### src/rtl/xbar_cfg_pkg.sv
// Shared types and sizing for the LUT-tile input crossbar and its config path.
// Latency: n/a (types and constants only).
// Backpressure: n/a.
package xbar_cfg_pkg;

  localparam int NUM_IN  = 24;  // legal select values are 0..NUM_IN-1
  localparam int NUM_OUT = 28;  // one select field per crossbar output
  localparam int SEL_W   = 5;
  localparam int IDX_W   = 5;   // must cover NUM_OUT

  typedef logic [SEL_W-1:0] sel_t;
  typedef logic [IDX_W-1:0] idx_t;

  typedef enum logic [1:0] {
    IDLE,
    LOAD,
    COMMIT,
    ABORT
  } cfg_state_t;

endpackage

### src/rtl/xbar_cfg_loader.sv
// Crossbar config loader: collects select writes in a shadow, commits atomically.
// Latency: last beat accepted in cycle N -> new config live and commit pulse in N+2.
// Backpressure: io_cfg_ready drops for the single COMMIT/ABORT cycle after each set.
//
// Ports:
//   clk, reset      single clock, synchronous active-high reset
//   io_cfg_*        valid/ready write beats {idx, sel, last}
//   io_mux_configs  live selects, field k = bits [k*SEL_W +: SEL_W]
//   io_commit_done  1-cycle pulse, new config live
//   io_cfg_err      1-cycle pulse, set aborted, live config unchanged
//   io_busy         high whenever the FSM is outside IDLE
module xbar_cfg_loader
  import xbar_cfg_pkg::*;
(
  input  logic                     clk,
  input  logic                     reset,
  input  logic                     io_cfg_valid,
  output logic                     io_cfg_ready,
  input  logic [IDX_W-1:0]         io_cfg_idx,
  input  logic [SEL_W-1:0]         io_cfg_sel,
  input  logic                     io_cfg_last,
  output logic [NUM_OUT*SEL_W-1:0] io_mux_configs,
  output logic                     io_commit_done,
  output logic                     io_cfg_err,
  output logic                     io_busy
);

  cfg_state_t state_q, state_d;
  sel_t       shadow_q [NUM_OUT];
  sel_t       shadow_d [NUM_OUT];
  sel_t       active_q [NUM_OUT];
  sel_t       active_d [NUM_OUT];
  logic       err_sticky_q, err_sticky_d;
  logic       commit_done_q, commit_done_d;
  logic       cfg_err_q, cfg_err_d;

  logic       beat_acc;
  logic       idx_ok;
  logic       sel_ok;
  logic       beat_ok;

  // Zero-extend both sides so the range check stays correct even if a
  // bound equals 2**width.
  assign idx_ok  = ({1'b0, io_cfg_idx} < (IDX_W+1)'(NUM_OUT));
  assign sel_ok  = ({1'b0, io_cfg_sel} < (SEL_W+1)'(NUM_IN));
  assign beat_ok = idx_ok & sel_ok;

  assign io_cfg_ready   = (state_q == IDLE) || (state_q == LOAD);
  assign beat_acc       = io_cfg_valid & io_cfg_ready;
  assign io_busy        = (state_q != IDLE);
  assign io_commit_done = commit_done_q;
  assign io_cfg_err     = cfg_err_q;

  always_comb begin
    state_d       = state_q;
    shadow_d      = shadow_q;
    active_d      = active_q;
    err_sticky_d  = err_sticky_q;
    commit_done_d = 1'b0;
    cfg_err_d     = 1'b0;

    unique case (state_q)
      IDLE, LOAD: begin
        if (beat_acc) begin
          if (beat_ok) begin
            shadow_d[io_cfg_idx] = io_cfg_sel;
          end else begin
            err_sticky_d = 1'b1;
          end
          if (io_cfg_last) begin
            // The last beat's own legality counts as well as earlier beats'.
            state_d = (!err_sticky_q && beat_ok) ? COMMIT : ABORT;
          end else begin
            state_d = LOAD;
          end
        end
      end
      COMMIT: begin
        active_d      = shadow_q;
        commit_done_d = 1'b1;
        state_d       = IDLE;
      end
      ABORT: begin
        // Throw away the partial set so the shadow again mirrors the live
        // config; unwritten fields of the next set then keep their values.
        shadow_d     = active_q;
        err_sticky_d = 1'b0;
        cfg_err_d    = 1'b1;
        state_d      = IDLE;
      end
      default: state_d = IDLE;
    endcase
  end

  always_ff @(posedge clk) begin
    if (reset) begin
      state_q       <= IDLE;
      shadow_q      <= '{default: '0};
      active_q      <= '{default: '0};
      err_sticky_q  <= 1'b0;
      commit_done_q <= 1'b0;
      cfg_err_q     <= 1'b0;
    end else begin
      state_q       <= state_d;
      shadow_q      <= shadow_d;
      active_q      <= active_d;
      err_sticky_q  <= err_sticky_d;
      commit_done_q <= commit_done_d;
      cfg_err_q     <= cfg_err_d;
    end
  end

  // Live bus comes straight from the active register.
  always_comb begin
    io_mux_configs = '0;
    for (int k = 0; k < NUM_OUT; k++) begin
      io_mux_configs[k*SEL_W +: SEL_W] = active_q[k];
    end
  end

endmodule

### config.mk
export PLATFORM = sky130hd
export DESIGN_NAME = xbar_cfg_loader
export DESIGN_NICKNAME = d
export VERILOG_FILES = /design/src/rtl/xbar_cfg_pkg.sv /design/src/rtl/xbar_cfg_loader.sv
export SDC_FILE = /design/constraint.sdc
export NUM_CORES = 1
export LEC_CHECK = 0
export CAP_MARGIN = 30
export CORE_MARGIN = 2
export CORE_UTILIZATION = 43
export DETAILED_ROUTE_END_ITERATION = 7
export PLACE_DENSITY = 0.71
export SKIP_CTS_REPAIR_TIMING = 1
export SLEW_MARGIN = 20
export SYNTH_ARGS = -nofsm -noshare
export SYNTH_HDL_FRONTEND = slang
export SYNTH_SLANG_ARGS = --single-unit
### constraint.sdc
create_clock -name clk -period 1.7 [get_ports clk]
set_input_delay 0.34 -clock clk [delete_from_list [all_inputs] [get_ports clk]]
set_output_delay 0.34 -clock clk [all_outputs]
set_load 0.1 [all_outputs]
* Word level (Yosys, flattened, before mapping)
Index checks and enable logic that the tools add are counted.
W data, S select, Z words.
** Cells by class
- $lt $le $gt $ge :: 4
- Equal/unequal tests :: 6
- Muxes and demuxes :: 15
- Bitwise operators :: 3
- Reductions and logical operators :: 11
** Operators by type and width (number)
- $mux W140 :: 2
- $pmux W140 S2 :: 1
- $bwmux W140 :: 1
- $demux W5 S5 :: 1
- $lt A5 B5 Y1 const B :: 2
- $ge A6 B6 Y1 const B :: 1
- $lt A6 B1 Y1 const B :: 1
- $ne A2 B2 Y1 const B :: 3
- $not A5 Y6 :: 1
- $reduce_and A3 Y1 :: 2
- $mux W1 :: 5
- $mux W5 :: 1
- $eq A2 B2 Y1 const B :: 2
- $mux W2 :: 2
- $pmux W2 S2 :: 1
- $reduce_bool A2 Y1 :: 2
- $reduce_or A2 Y1 :: 2
- $and A1 B1 Y1 :: 2
- $eq A2 B1 Y1 const B :: 1
- $logic_and A1 B1 Y1 :: 2
- $logic_not A2 Y1 :: 1
- $pmux W1 S2 :: 1
- $logic_not A1 Y1 :: 1
- $logic_or A1 B1 Y1 :: 1
** Word-level totals
- Register bits :: 285
- Input port bits :: 14
- Output and inout port bits :: 144
- Word-level logic and storage cells :: 99

* Logic depth before layout (Yosys ltp)
- Depth in word-level cells :: 9
- Mapped depth :: 7
- Mapped depth without buffers :: 3

* Worst setup path after synthesis
Ideal clock, no wire load.
- Path kind :: flip-flop to flip-flop
- Start :: register state_q[1]
- End :: register err_sticky_q
- Setup time :: 0.131 ns
- Arrival time :: 1.740 ns
- Data required time :: 1.569 ns
- Slack :: -0.172 ns
- Cell stages (with the launch flop) :: 7
- Path buffers :: 3
- Period minus slack after synthesis :: 1.872 ns
- Path through :: dfxtp_1 > buf_2 > buf_2 > buf_1 > inv_1 > a31oi_1 > nor3_1
** Between the ends
- Cells in the longest elaborated chain, start to end :: 5
- Elaborated cells on any way between the ends :: 11
- Classes of those cells :: eq/ne (4); mux (1); bitwise (1); reduce/logical (5)
** Ends and longest elaborated chain
- start: declaration :: line xbar_cfg_loader.sv:28 : cfg_state_t state_q, state_d;
- start signal: assignment :: line xbar_cfg_loader.sv:104 : state_q <= state_d;
- $eq A2 B1 Y1 or $logic_not A2 Y1 (tied branches) :: line xbar_cfg_loader.sv:48 : assign io_cfg_ready = (state_q == IDLE) || (state_q == LOAD);
- $logic_or A1 B1 Y1 * :: line xbar_cfg_loader.sv:48
- named net io_cfg_ready :: line xbar_cfg_loader.sv:18 : output logic io_cfg_ready,
- $and A1 B1 Y1 * :: line xbar_cfg_loader.sv:49 : assign beat_acc = io_cfg_valid & io_cfg_ready;
- $ne A2 B2 Y1 (no line) *
- $reduce_and A3 Y1 (no line) *
- end signal: assignment :: line xbar_cfg_loader.sv:107 : err_sticky_q <= err_sticky_d;
- end: declaration :: line xbar_cfg_loader.sv:33 : logic err_sticky_q, err_sticky_d;
The timed path passes the listed nets; every way through them passes the cells marked *.
A chain may end at the register's enable or synchronous reset.

* Final worst setup path
- Start :: register state_q[0]
- End :: output port io_busy
** Between the ends
- Cells in the longest elaborated chain, start to end :: 1
** Ends and longest elaborated chain
- $reduce_bool A2 Y1 :: line xbar_cfg_loader.sv:50 : assign io_busy = (state_q != IDLE);
- end: declaration :: line xbar_cfg_loader.sv:25 : output logic io_busy
Every way passes these cells.

==> impl_metrics.tcl <==
set metrics [dict create \
    drv_cap 0 \
    number_of_antenna_violations_at_the_first_check_in_global_routing 1 \
    cts_buffer_depth 3 \
    cts.reportedPaths.clkPinSlew_ns 0.06 \
    synth_area_per_cell_sq_um 8.20 \
    fin_worst_hold_slack_ns 0.332 \
    worst_slew_pin_slew_ns 0.526 \
    final_cell_area_sq_mm 0.0176 \
    hpwl_um 24900 \
    asyncSetResetFlopFracSynth_pct 0 \
    power.net_switching_mw 3.74 \
    instances_no_fill 2028 \
    area.growth.synth_to_final_pct 46.6 \
    fin_crit_ns 1.84 \
    gp_congestion 0.806 \
    setup_ws_ns -0.144 \
    cp_common_cell "sky130_fd_sc_hd__buf_12" \
    critPathSlowestCell "sky130_fd_sc_hd__dfxtp_4" \
    status "complete, but fails checks" \
    ys_ff_latch 285 \
    grt.total_usage_pct 25.9 \
    final_antenna_net_count 0 \
    num_rows 61 \
    static-leakage-power_nw 5.98 \
    post_route_cells_drive_above_1_share_pct 24.6 \
    post_route_fraction_of_the_period_consumed_by_the_critical_path_pct 108 \
    clock_tree.root_cell "sky130_fd_sc_hd__clkbuf_16" \
    yosysTopAreaCell "sky130_fd_sc_hd__dfxtp_1" \
    rsz_0062_raised_after_global_routing "yes" \
    synth.most_common_cell "sky130_fd_sc_hd__dfxtp_1" \
    via_per_inst 6.07 \
    power_frac_seq_pct 47.0 \
    tritoncts "yes" \
    clk_latency_ns 0.56 \
    clock_skew_ns 0.00818 \
    timing.slew.headroom_pct 64.9 \
    critPathKind "reg -> out" \
    dp.cells 1960 \
    ir_worst_vdd_v 0.000768 \
    floorplan.die_area_sq_mm 0.0293 \
    yosys_most_used_dff "sky130_fd_sc_hd__dfxtp_1" \
    post_drt_wl_per_cell_um 20.1 \
    final_max_slew_viol_count 0 \
    power.switching_fraction_pct 25.6 \
    ys_types 45 \
    yosysSeqAreaShare_pct 47.5 \
    initial_core_util_pct 43.5 \
    setup_viol_count_final 7 \
    pre_cts_ws_ns -0.621 \
    crit_path_cell_trace "buf_12, or2_4, buf_12" \
    p_clk_share_pct 41.9 \
    vias 12313 \
    post_synth_main_area_contributors "sky130_fd_sc_hd__dfxtp_1 48%, sky130_fd_sc_hd__nand2_1 8.8%, sky130_fd_sc_hd__a21oi_1 7.9%" \
    wl_um 40700 \
    die-width_um 171 \
    drc 0 \
    drt_first_pass_iters 8 \
    postSynthNetCount 1479 \
    cts_buffers 30 \
    critical_path.max_fanout 5 \
    finalPower_mw 14.6 \
    hold_viol 0 \
    share_comb_of_total_power_pct 11.1 \
    cts_max_level 1 \
    chipHeight_um 171 \
    worst_hold_path_type "in -> reg" \
    netlist_area_sq_mm 0.0120 \
    buffer_ports.inserted 157 \
    grt_max_degree 106 \
    clock_sinks 285 \
    postPlaceCellArea_sq_mm 0.0162 \
    global_route_wire_length_before_repair_um 61800 \
    number_of_placed_i_o_pins 158 \
    ys.warnings.count 0 \
    power_density_mw_per_mm2 831 \
    critical_path_arrival_ns 1.50 \
    netlist.area_leader.share_pct 47.5 \
    failed_checks "setup timing" \
    finalNetCount 1645 \
    first_iter_violations 1524 \
    totalNegativeSetupSlack_ns -0.331 \
    cp-start-kind "flop" \
    critical_path.endpoint_type "output pin" \
    power.internal_mw 10.9 \
    via_count_of_the_first_global_routing_pass 11520 \
    cp.required_ns 1.36 \
    grt-ovfl-total 0 \
    post_synth_most_frequent_cells "285 x sky130_fd_sc_hd__dfxtp_1, 282 x sky130_fd_sc_hd__nand2_1, 190 x sky130_fd_sc_hd__a21oi_1" \
    placeable_area_sq_mm 0.0276 \
    slowest_delay_ns 0.38 \
    synth-edff-count 0 \
    synthCells 1465 \
    finish.utilization_pct 63.7 \
    fmaxAchievable_mhz 542 \
]
-- sequential cells by signal (all words and copies together) (netlist names) --
| name | cells |
|---|---|
| err_sticky_q | 1 |
| io_cfg_err | 1 |
| io_commit_done | 1 |
| io_mux_configs | 140 |
| shadow_q | 140 |
| state_q | 2 |
-- routing by layer --
metal | up-vias | share of wire, % | track usage (%)
li1 | 5648 | - | -
met1 | 5923 | 42 | 35.7
met2 | 649 | 47 | 42.1
met3 | 93 | 7.7 | 3.35
met4 | 0 | 3.1 | 8.66
met5 | - | 0 | 0
-- cells in the final DEF, fill, tap and decap left out, types with 3 or more instances in the layout --
cell type	netlist	routed
sky130_fd_sc_hd__nand2_1	282	281
sky130_fd_sc_hd__dlymetal6s2s_1	0	4
sky130_fd_sc_hd__a21boi_0	5	5
sky130_fd_sc_hd__nor3_1	26	19
sky130_fd_sc_hd__buf_12	0	172
sky130_fd_sc_hd__nor4_2	0	5
sky130_fd_sc_hd__dfxtp_1	285	283
sky130_fd_sc_hd__mux2_2	13	13
sky130_fd_sc_hd__a31oi_1	11	11
sky130_fd_sc_hd__a211oi_1	108	91
sky130_fd_sc_hd__o31a_1	16	16
sky130_fd_sc_hd__a21oi_1	190	189
sky130_fd_sc_hd__a311oi_1	67	67
sky130_fd_sc_hd__or3_1	4	3
sky130_fd_sc_hd__nand3_1	17	16
sky130_fd_sc_hd__a21o_1	5	5
sky130_fd_sc_hd__clkbuf_16	0	35
sky130_fd_sc_hd__clkinv_2	0	5
sky130_fd_sc_hd__clkbuf_1	130	9
sky130_fd_sc_hd__o21ai_0	113	113
sky130_fd_sc_hd__clkbuf_8	0	4
sky130_fd_sc_hd__clkdlybuf4s50_1	0	8
sky130_fd_sc_hd__nor4_1	48	43
sky130_fd_sc_hd__o31ai_1	12	10
sky130_fd_sc_hd__nor2b_1	16	15
sky130_fd_sc_hd__buf_4	0	101
sky130_fd_sc_hd__nor3b_2	1	3
sky130_fd_sc_hd__a21bo_2	5	5
sky130_fd_sc_hd__nand3b_1	4	4
sky130_fd_sc_hd__nor2_1	44	44
sky130_fd_sc_hd__or3b_2	3	3
sky130_fd_sc_hd__nor3_2	0	5
sky130_fd_sc_hd__a211oi_2	0	17
sky130_fd_sc_hd__buf_6	2	9
-- path summary, 6_finish.rpt --
kind	slack [ns]	cells after the start	start	to
setup / recovery	-0.14	3	state_q[0]$_SDFFE_PP0P_	io_busy
hold reg to reg	0.45	2	shadow_q[19]$_SDFFE_PP0P_	io_mux_configs[124]$_SDFFE_PP0P_
hold / removal	0.33	3	reset	io_mux_configs[42]$_SDFFE_PP0P_
setup reg to reg	-0.03	3	state_q[1]$_SDFFE_PP0P_	shadow_q[19]$_SDFFE_PP0P_
-- cell families after synthesis --
group           Yosys count  share of synthesized area [%]
flops                   285                           47.5
simple gates            463                           17.6
buf+inv                 169                           5.66
mux                      13                           1.22
compound gates          535                           28.0
-- worst max-delay path: cells and delay by family, from the launching register on --
| family | cells | cell delay [ns] |
|---|---|---|
| DFF | 1 | 0.38 |
| buffers and inverters | 2 | 0.31 |
| and+or+nand+nor | 1 | 0.26 |
-- layout make-up --
class / count / area (sq um)
Multi-Input combinational cell: 1011 / 5900
Timing Repair Buffer: 301 / 4600
Antenna cell: 1 / 2.50
Fill cell: 2196 / 10000
Clock inverter: 6 / 33.8
Inverter: 2 / 11.3
Tap cell: 378 / 473
Clock buffer: 44 / 865
Sequential cell: 285 / 5710
-- power by group through the flow --
stage	Combinational [mW]	Clock, mW	Sequential [mW]
2_1_floorplan	0.770	0	7.09
3_3_place_gp	1.45	0	7.01
3_5_place_dp	1.47	0	7.02
4_1_cts	1.48	6.15	6.87
5_1_grt	1.70	6.47	6.88
6_report	1.62	6.14	6.88
(Power assumes the default switching activity.)
